--- config.mk ---
export PLATFORM = sky130hd
export DESIGN_NAME = alu_issue_stage
export DESIGN_NICKNAME = d
export VERILOG_FILES = /design/src/rtl/klp32_alu_pkg.sv /design/src/rtl/alu_op_decode.sv /design/src/rtl/alu_issue_stage.sv
export SDC_FILE = /design/constraint.sdc
export NUM_CORES = 1
export LEC_CHECK = 0
export CORE_UTILIZATION = 44
export CTS_CLUSTER_DIAMETER = 150
export CTS_CLUSTER_SIZE = 10
export DETAILED_ROUTE_END_ITERATION = 12
export GPL_TIMING_DRIVEN = 0
export PLACE_DENSITY = 0.76
export REMOVE_ABC_BUFFERS = 1
export SLEW_MARGIN = 40
export SYNTH_ARGS = -nofsm -noshare
export SYNTH_HDL_FRONTEND = slang
export SYNTH_SLANG_ARGS = --single-unit
export TNS_END_PERCENT = 1
--- constraint.sdc ---
create_clock -name clk -period 6.68 [get_ports clk]
set_clock_uncertainty 0.1 [all_clocks]
set_input_delay 1.336 -clock clk [delete_from_list [all_inputs] [get_ports clk]]
set_output_delay 1.336 -clock clk [all_outputs]
set_load 0.02 [all_outputs]
--- src/rtl/klp32_alu_pkg.sv ---
// Shared definitions for the ALU issue stage: opcodes, ALU select codes, issue entry layout.
package klp32_alu_pkg;

    localparam int unsigned XLEN      = 32;
    localparam int unsigned REG_IDX_W = 5;

    // RV32I major opcodes
    localparam logic [6:0] OPC_OP     = 7'b0110011;
    localparam logic [6:0] OPC_OP_IMM = 7'b0010011;
    localparam logic [6:0] OPC_LUI    = 7'b0110111;
    localparam logic [6:0] OPC_AUIPC  = 7'b0010111;
    localparam logic [6:0] OPC_LOAD   = 7'b0000011;
    localparam logic [6:0] OPC_STORE  = 7'b0100011;
    localparam logic [6:0] OPC_JALR   = 7'b1100111;
    localparam logic [6:0] OPC_JAL    = 7'b1101111;
    localparam logic [6:0] OPC_BRANCH = 7'b1100011;

    // ALU select encodings; bit 3 selects the alternate form (SUB/SRA)
    localparam logic [3:0] ALU_ADD  = 4'b0000;
    localparam logic [3:0] ALU_SLL  = 4'b0001;
    localparam logic [3:0] ALU_SLT  = 4'b0010;
    localparam logic [3:0] ALU_SLTU = 4'b0011;
    localparam logic [3:0] ALU_XOR  = 4'b0100;
    localparam logic [3:0] ALU_SRL  = 4'b0101;
    localparam logic [3:0] ALU_OR   = 4'b0110;
    localparam logic [3:0] ALU_AND  = 4'b0111;
    localparam logic [3:0] ALU_SUB  = 4'b1000;
    localparam logic [3:0] ALU_SRA  = 4'b1101;
    localparam logic [3:0] ALU_PASS = 4'b1111;

    typedef struct packed {
        logic [XLEN-1:0]      x;
        logic [XLEN-1:0]      y;
        logic [3:0]           select;
        logic [XLEN-1:0]      rs2_val;
        logic [REG_IDX_W-1:0] rd;
        logic                 illegal;
    } issue_entry_t;

endpackage

--- src/rtl/alu_op_decode.sv ---
// Combinational decode of instruction fields into an ALU issue entry.
module alu_op_decode
    import klp32_alu_pkg::*;
(
    input  logic [6:0]           opcode,
    input  logic [2:0]           funct3,
    input  logic [6:0]           funct7,
    input  logic [XLEN-1:0]      pc,
    input  logic [XLEN-1:0]      rs1_val,
    input  logic [XLEN-1:0]      rs2_val,
    input  logic [XLEN-1:0]      imm,
    input  logic [REG_IDX_W-1:0] rd,
    output issue_entry_t         entry
);

    // Operand/select selection by opcode; illegal encodings are squashed to zero operands
    always_comb begin
        entry         = '0;
        entry.rs2_val = rs2_val;
        entry.rd      = rd;
        unique case (opcode)
            OPC_OP: begin
                entry.x      = rs1_val;
                entry.y      = rs2_val;
                entry.select = {funct7[5], funct3};
                if (!((funct7 == 7'b0000000) ||
                      (funct7 == 7'b0100000 && (funct3 == 3'b000 || funct3 == 3'b101)))) begin
                    entry.illegal = 1'b1;
                end
            end
            OPC_OP_IMM: begin
                entry.x      = rs1_val;
                entry.y      = imm;
                // Only the shift-right immediate uses funct7[5] (SRAI vs SRLI)
                entry.select = {(funct3 == 3'b101) ? funct7[5] : 1'b0, funct3};
            end
            OPC_LUI: begin
                entry.y      = imm;
                entry.select = ALU_PASS;
            end
            OPC_AUIPC, OPC_JAL: begin
                entry.x = pc;
                entry.y = imm;
            end
            OPC_LOAD, OPC_STORE, OPC_JALR: begin
                entry.x = rs1_val;
                entry.y = imm;
            end
            OPC_BRANCH: begin
                entry.x = rs1_val;
                entry.y = rs2_val;
                unique case (funct3)
                    3'b000, 3'b001: entry.select = ALU_SUB;
                    3'b100, 3'b101: entry.select = ALU_SLT;
                    3'b110, 3'b111: entry.select = ALU_SLTU;
                    default:        entry.illegal = 1'b1;
                endcase
            end
            default: entry.illegal = 1'b1;
        endcase
        if (entry.illegal) begin
            entry.x      = '0;
            entry.y      = '0;
            entry.select = ALU_ADD;
        end
    end

endmodule

--- src/rtl/alu_issue_stage.sv ---
// Execute-issue stage: decode, optional writeback forwarding, 2-entry skid buffer toward the ALU.
// Optional feature macro: ALU_ISSUE_FWD_EN adds writeback forwarding ports and muxes.
module alu_issue_stage
    import klp32_alu_pkg::*;
#(
    parameter int unsigned n    = 32,
    parameter int unsigned RIDX = 5
) (
    input  logic            clk,
    input  logic            rst,
    input  logic            in_valid,
    output logic            in_ready,
    input  logic [6:0]      in_opcode,
    input  logic [2:0]      in_funct3,
    input  logic [6:0]      in_funct7,
    input  logic [n-1:0]    in_pc,
    input  logic [n-1:0]    in_rs1_val,
    input  logic [n-1:0]    in_rs2_val,
    input  logic [n-1:0]    in_imm,
    input  logic [RIDX-1:0] in_rd,
`ifdef ALU_ISSUE_FWD_EN
    input  logic [RIDX-1:0] in_rs1_idx,
    input  logic [RIDX-1:0] in_rs2_idx,
    input  logic            wb_valid,
    input  logic [RIDX-1:0] wb_rd,
    input  logic [n-1:0]    wb_data,
`endif
    output logic            out_valid,
    input  logic            out_ready,
    output logic [n-1:0]    out_x,
    output logic [n-1:0]    out_y,
    output logic [3:0]      out_select,
    output logic [n-1:0]    out_rs2_val,
    output logic [RIDX-1:0] out_rd,
    output logic            out_illegal
);

    logic [n-1:0] rs1_eff;
    logic [n-1:0] rs2_eff;

`ifdef ALU_ISSUE_FWD_EN
    // Bypass a same-cycle writeback onto the source values; x0 never forwards
    always_comb begin
        rs1_eff = in_rs1_val;
        rs2_eff = in_rs2_val;
        if (wb_valid && (wb_rd == in_rs1_idx) && (in_rs1_idx != '0)) rs1_eff = wb_data;
        if (wb_valid && (wb_rd == in_rs2_idx) && (in_rs2_idx != '0)) rs2_eff = wb_data;
    end
`else
    assign rs1_eff = in_rs1_val;
    assign rs2_eff = in_rs2_val;
`endif

    issue_entry_t dec_entry;

    alu_op_decode u_decode (
        .opcode  (in_opcode),
        .funct3  (in_funct3),
        .funct7  (in_funct7),
        .pc      (in_pc),
        .rs1_val (rs1_eff),
        .rs2_val (rs2_eff),
        .imm     (in_imm),
        .rd      (in_rd),
        .entry   (dec_entry)
    );

    issue_entry_t main_q;
    issue_entry_t skid_q;
    logic         main_valid_q;
    logic         skid_valid_q;
    logic         accept;
    logic         main_load;

    // in_ready comes straight from a flop, so out_ready never reaches it combinationally
    assign in_ready  = !skid_valid_q;
    assign accept    = in_valid && in_ready;
    assign main_load = !main_valid_q || out_ready;

    // Skid buffer: main feeds the ALU, skid absorbs one input while main is stalled
    always_ff @(posedge clk or posedge rst) begin
        if (rst) begin
            main_q       <= '0;
            skid_q       <= '0;
            main_valid_q <= 1'b0;
            skid_valid_q <= 1'b0;
        end else if (main_load) begin
            if (skid_valid_q) begin
                // in_ready was low, so no input can arrive in the same cycle
                main_q       <= skid_q;
                main_valid_q <= 1'b1;
                skid_valid_q <= 1'b0;
            end else if (accept) begin
                main_q       <= dec_entry;
                main_valid_q <= 1'b1;
            end else begin
                main_valid_q <= 1'b0;
            end
        end else if (accept) begin
            skid_q       <= dec_entry;
            skid_valid_q <= 1'b1;
        end
    end

    assign out_valid   = main_valid_q;
    assign out_x       = main_q.x;
    assign out_y       = main_q.y;
    assign out_select  = main_q.select;
    assign out_rs2_val = main_q.rs2_val;
    assign out_rd      = main_q.rd;
    assign out_illegal = main_q.illegal;

endmodule

==> flow_summary_export.csv <==
group,metric,value,unit
clocking,cts_hold_buf,0,
power_and_ir_drop,p_clk_share,34.3,%
global_routing,grt_pass1_vias,8112,
timing,period_needed,3.658,ns
yosys,async_reset_ff_share,100.0,%
yosys,synth_area_leaders,"dfrtp_1 54%, o21ai_1 6.9%, nand2_1 6.8%",
worst_hold_path,hp-class,"reg -> reg",
yosys,synthFlopType,"dfrtp_1",
routing,ant_nets,0,
power_and_ir_drop,power_density,245.7,mW/mm^2
yosys,ys_seq_area_share,54.27,%
global_routing,track_usage,22.70,%
final_layout,area_growth,37.29,%
timing,max_freq,273.3,MHz
timing,hold_violations,0,
clocking,cts_setup_buffers,0,
timing,finalSetupViolations,0,
clocking,clockRootBuffer,"clkbuf_16",
global_routing,grt.met3_usage,5.749,%
critical_path,critPathKind,"reg -> out",
yosys,yosysTopAreaCell,"dfrtp_1",
yosys,avgSynthCellArea,10.04,sq um
clocking,clock_latency,0.51,ns
final_layout,fill_cells,1807,
routing,dr.pass1.iters,5,
yosys,synthCells,983,
clocking,tritoncts,"done",
global_routing,busiest_layer,"met2",
power_and_ir_drop,p_int,2429,uW
critical_path,slowest_delay,0.80,ns
clocking,cts_sinks,214,
critical_path,worstPathArrival,2.22,ns
global_routing,antenna_found_initial,1,
power_and_ir_drop,pwr-share-comb,20.2,%
clocking,ctsResizeCount,0,
critical_path,cpMaxStageDelayCell,"dfrtp_4",
floorplan,start_util,45.07,%
critical_path,cp_max_fo,50,
power_and_ir_drop,swShare,27.02,%
routing,drt-wirelength-per-cell,17.67,um
critical_path,path_buf_inv,2,
timing,maxSlewHeadroom,59.04,%
clocking,htreeDepth,1,
floorplan,row_count,54,
final_layout,utilization,61.88,%
yosys,yosysWarnings,0,
yosys,yosysUniqueCellTypes,40,
run_status,status,"finished, final reports clean",
yosys,synth_seq_cells,214,
job,cap_violations,0,
global_routing,grt_use_met1,28.48,%
place,port_buffers,261,
floorplan,dieWidth,151.8,um
yosys,synth_top_area_share,54.27,%
floorplan,core,0.02189,sq mm
yosys,netlist_area,0.009867,sq mm
global_routing,grt_pass1_wl,41420,um
critical_path,crit_path_start_kind,"register",
routing,vias_per_cell,5.486,
floorplan,ios,262,
routing,drc,0,
clocking,clkTransAtPathRegs,0.05,ns
critical_path,path_cells,"inv_1 > clkdlybuf4s50_1",
critical_path,path_delay_family,"buffers and inverters",
yosys,synth_edf_count,0,
routing,drt_wl_total,26240,um
timing,tightest_slew,0.6145,ns
place,finalWeightedCongestion,0.7940,
place,hpwl,17450,um
final_layout,finalNetCount,1358,
timing,rsz0062_at_grt,"false",
power_and_ir_drop,p_sw,899.4,uW
floorplan,fp.dieArea,0.02303,sq mm
clocking,cts_made_buffers,25,
timing,whs,0.3734,ns
global_routing,use_met2,38.75,%
final_layout,drive_gt1_share,8.389,%
global_routing,grt_max_degree,82,
timing,fin_crit_sh,54.77,%
critical_path,critPathCaptureType,"primary output",
power_and_ir_drop,power.leakage,0.005815,uW
power_and_ir_drop,p_seq_share,45.5,%
routing,dr.first_iter.drc_count,255,
power_and_ir_drop,ir_drop,0.0001966,V
timing,drv_slew,0,
floorplan,die-height,151.8,um
critical_path,cp.required,5.24,ns
routing,num_vias,8147,
clocking,clock_path_buffers,3,
global_routing,grt_remaining_overflow,0,
[routing by layer]
layer / part of all wire (%) / vias up
met5: 0 / -
met4: 1.8 / 0
met3: 8.6 / 38
met2: 48 / 274
met1: 42 / 3899
li1: - / 3936
[cell type report]
| type | instances | area [sq um] | share of cell area [%] |
|---|---|---|---|
| diodes | 1 | 2.502 | 0.01847 |
| clock buffers | 26 | 629.4 | 4.646 |
| clock inverters | 1 | 8.758 | 0.06465 |
| inverters | 3 | 18.77 | 0.1385 |
| multi-input cells | 676 | 4124 | 30.44 |
| flip-flops and latches | 214 | 5359 | 39.56 |
| well taps | 280 | 350.3 | 2.586 |
| repair buffers | 284 | 3054 | 22.55 |
[tightest hold or removal path, delay by kind of cell, from the launching register on]
family | cells | cell delay (ns)
AO/OA/AOI/OAI | 1 | 0.06
flip-flops | 1 | 0.33
AND/OR/NAND/NOR | 1 | 0.04
[power by group through the flow]
stage | clock network, uW | registers (uW) | logic (uW)
final | 1140 | 1510 | 672
after global routing | 1210 | 1530 | 731
after CTS | 1170 | 1510 | 680
after detailed placement | 0 | 1540 | 678
after global placement | 0 | 1540 | 634
after floorplan | 0 | 1610 | 235
[kinds of logic after synthesis]
kind of cell | after synthesis | share of synthesized area [%]
AOI/OAI and AO/OA | 320 | 19.59
buffers and inverters | 93 | 4.400
xor gates and xnor gates | 2 | 0.1776
muxes | 77 | 8.280
and+or+nand+nor | 277 | 13.28
DFF | 214 | 54.27
[cells in the final DEF, fill, tap and decap left out, drive strengths merged, types with 2 or more instances in the layout]
| cell | n |
|---|---|
| a21oi | 71 |
| a22o | 32 |
| a32o | 32 |
| and3 | 69 |
| and3b | 3 |
| buf | 23 |
| clkbuf | 26 |
| clkdlybuf4s50 | 261 |
| dfrtp | 214 |
| inv | 3 |
| mux2 | 37 |
| mux2i | 40 |
| nand2 | 178 |
| nand2b | 2 |
| nand3 | 3 |
| nand4b | 3 |
| nor2 | 7 |
| nor2b | 4 |
| o21ai | 176 |
| o22ai | 3 |
| xor2 | 2 |
[flip-flops by register name, indices dropped and copies added, names as in the netlist]
| signal | cells |
|---|---|
| out_illegal | 1 |
| skid_valid_q | 1 |
| out_rd | 5 |
| out_valid | 1 |
| out_select | 4 |
| skid_q | 106 |
| out_rs2_val | 32 |
| out_x | 32 |
| out_y | 32 |
[metrics by stage]
step | power, uW | setup slack, ns | std cells | instance area [sq um] | setup TNS [ns]
finish | 3328 | 3.022 | 1485 | 13550 | 0
global route | 3476 | 2.932 | 1484 | 13540 | 0
floorplan | 1846 | -0.6069 | 893 | 9444 | -129.89
detailed placement | 2213 | 2.772 | 1456 | 12890 | 0
global placement | 2173 | -3.478 | 1434 | 12410 | -1237.10
CTS | 3367 | 3.006 | 1483 | 13530 | 0
[synthesized netlist by cell type, drive strengths merged (2+ instances only)]
library cell / instances
and3b: 3
nand2: 178
o22ai: 3
nand3: 3
mux2: 37
nor2: 7
inv: 3
a22o: 32
nand2b: 2
clkbuf: 57
mux2i: 40
a32o: 32
nor2b: 4
xor2: 2
o21ai: 176
dfrtp: 214
a21oi: 71
and3: 69
nand4b: 3
buf: 33
[path summary, 6_finish.rpt]
path / from / endpoint / slack (ns) / cells after the start
max: skid_valid_q / in_ready / 3.02 / 2
min: skid_q[42] / skid_q[42] / 0.37 / 2
max reg2reg: skid_valid_q / skid_q[16] / 4.04 / 5
min reg2reg: skid_q[42] / skid_q[42] / 0.37 / 2
max in group asynchronous: rst / skid_valid_q / 4.53 / 3
min in group asynchronous: rst / skid_q[12] / 1.17 / 2
(Power assumes the default switching activity.)
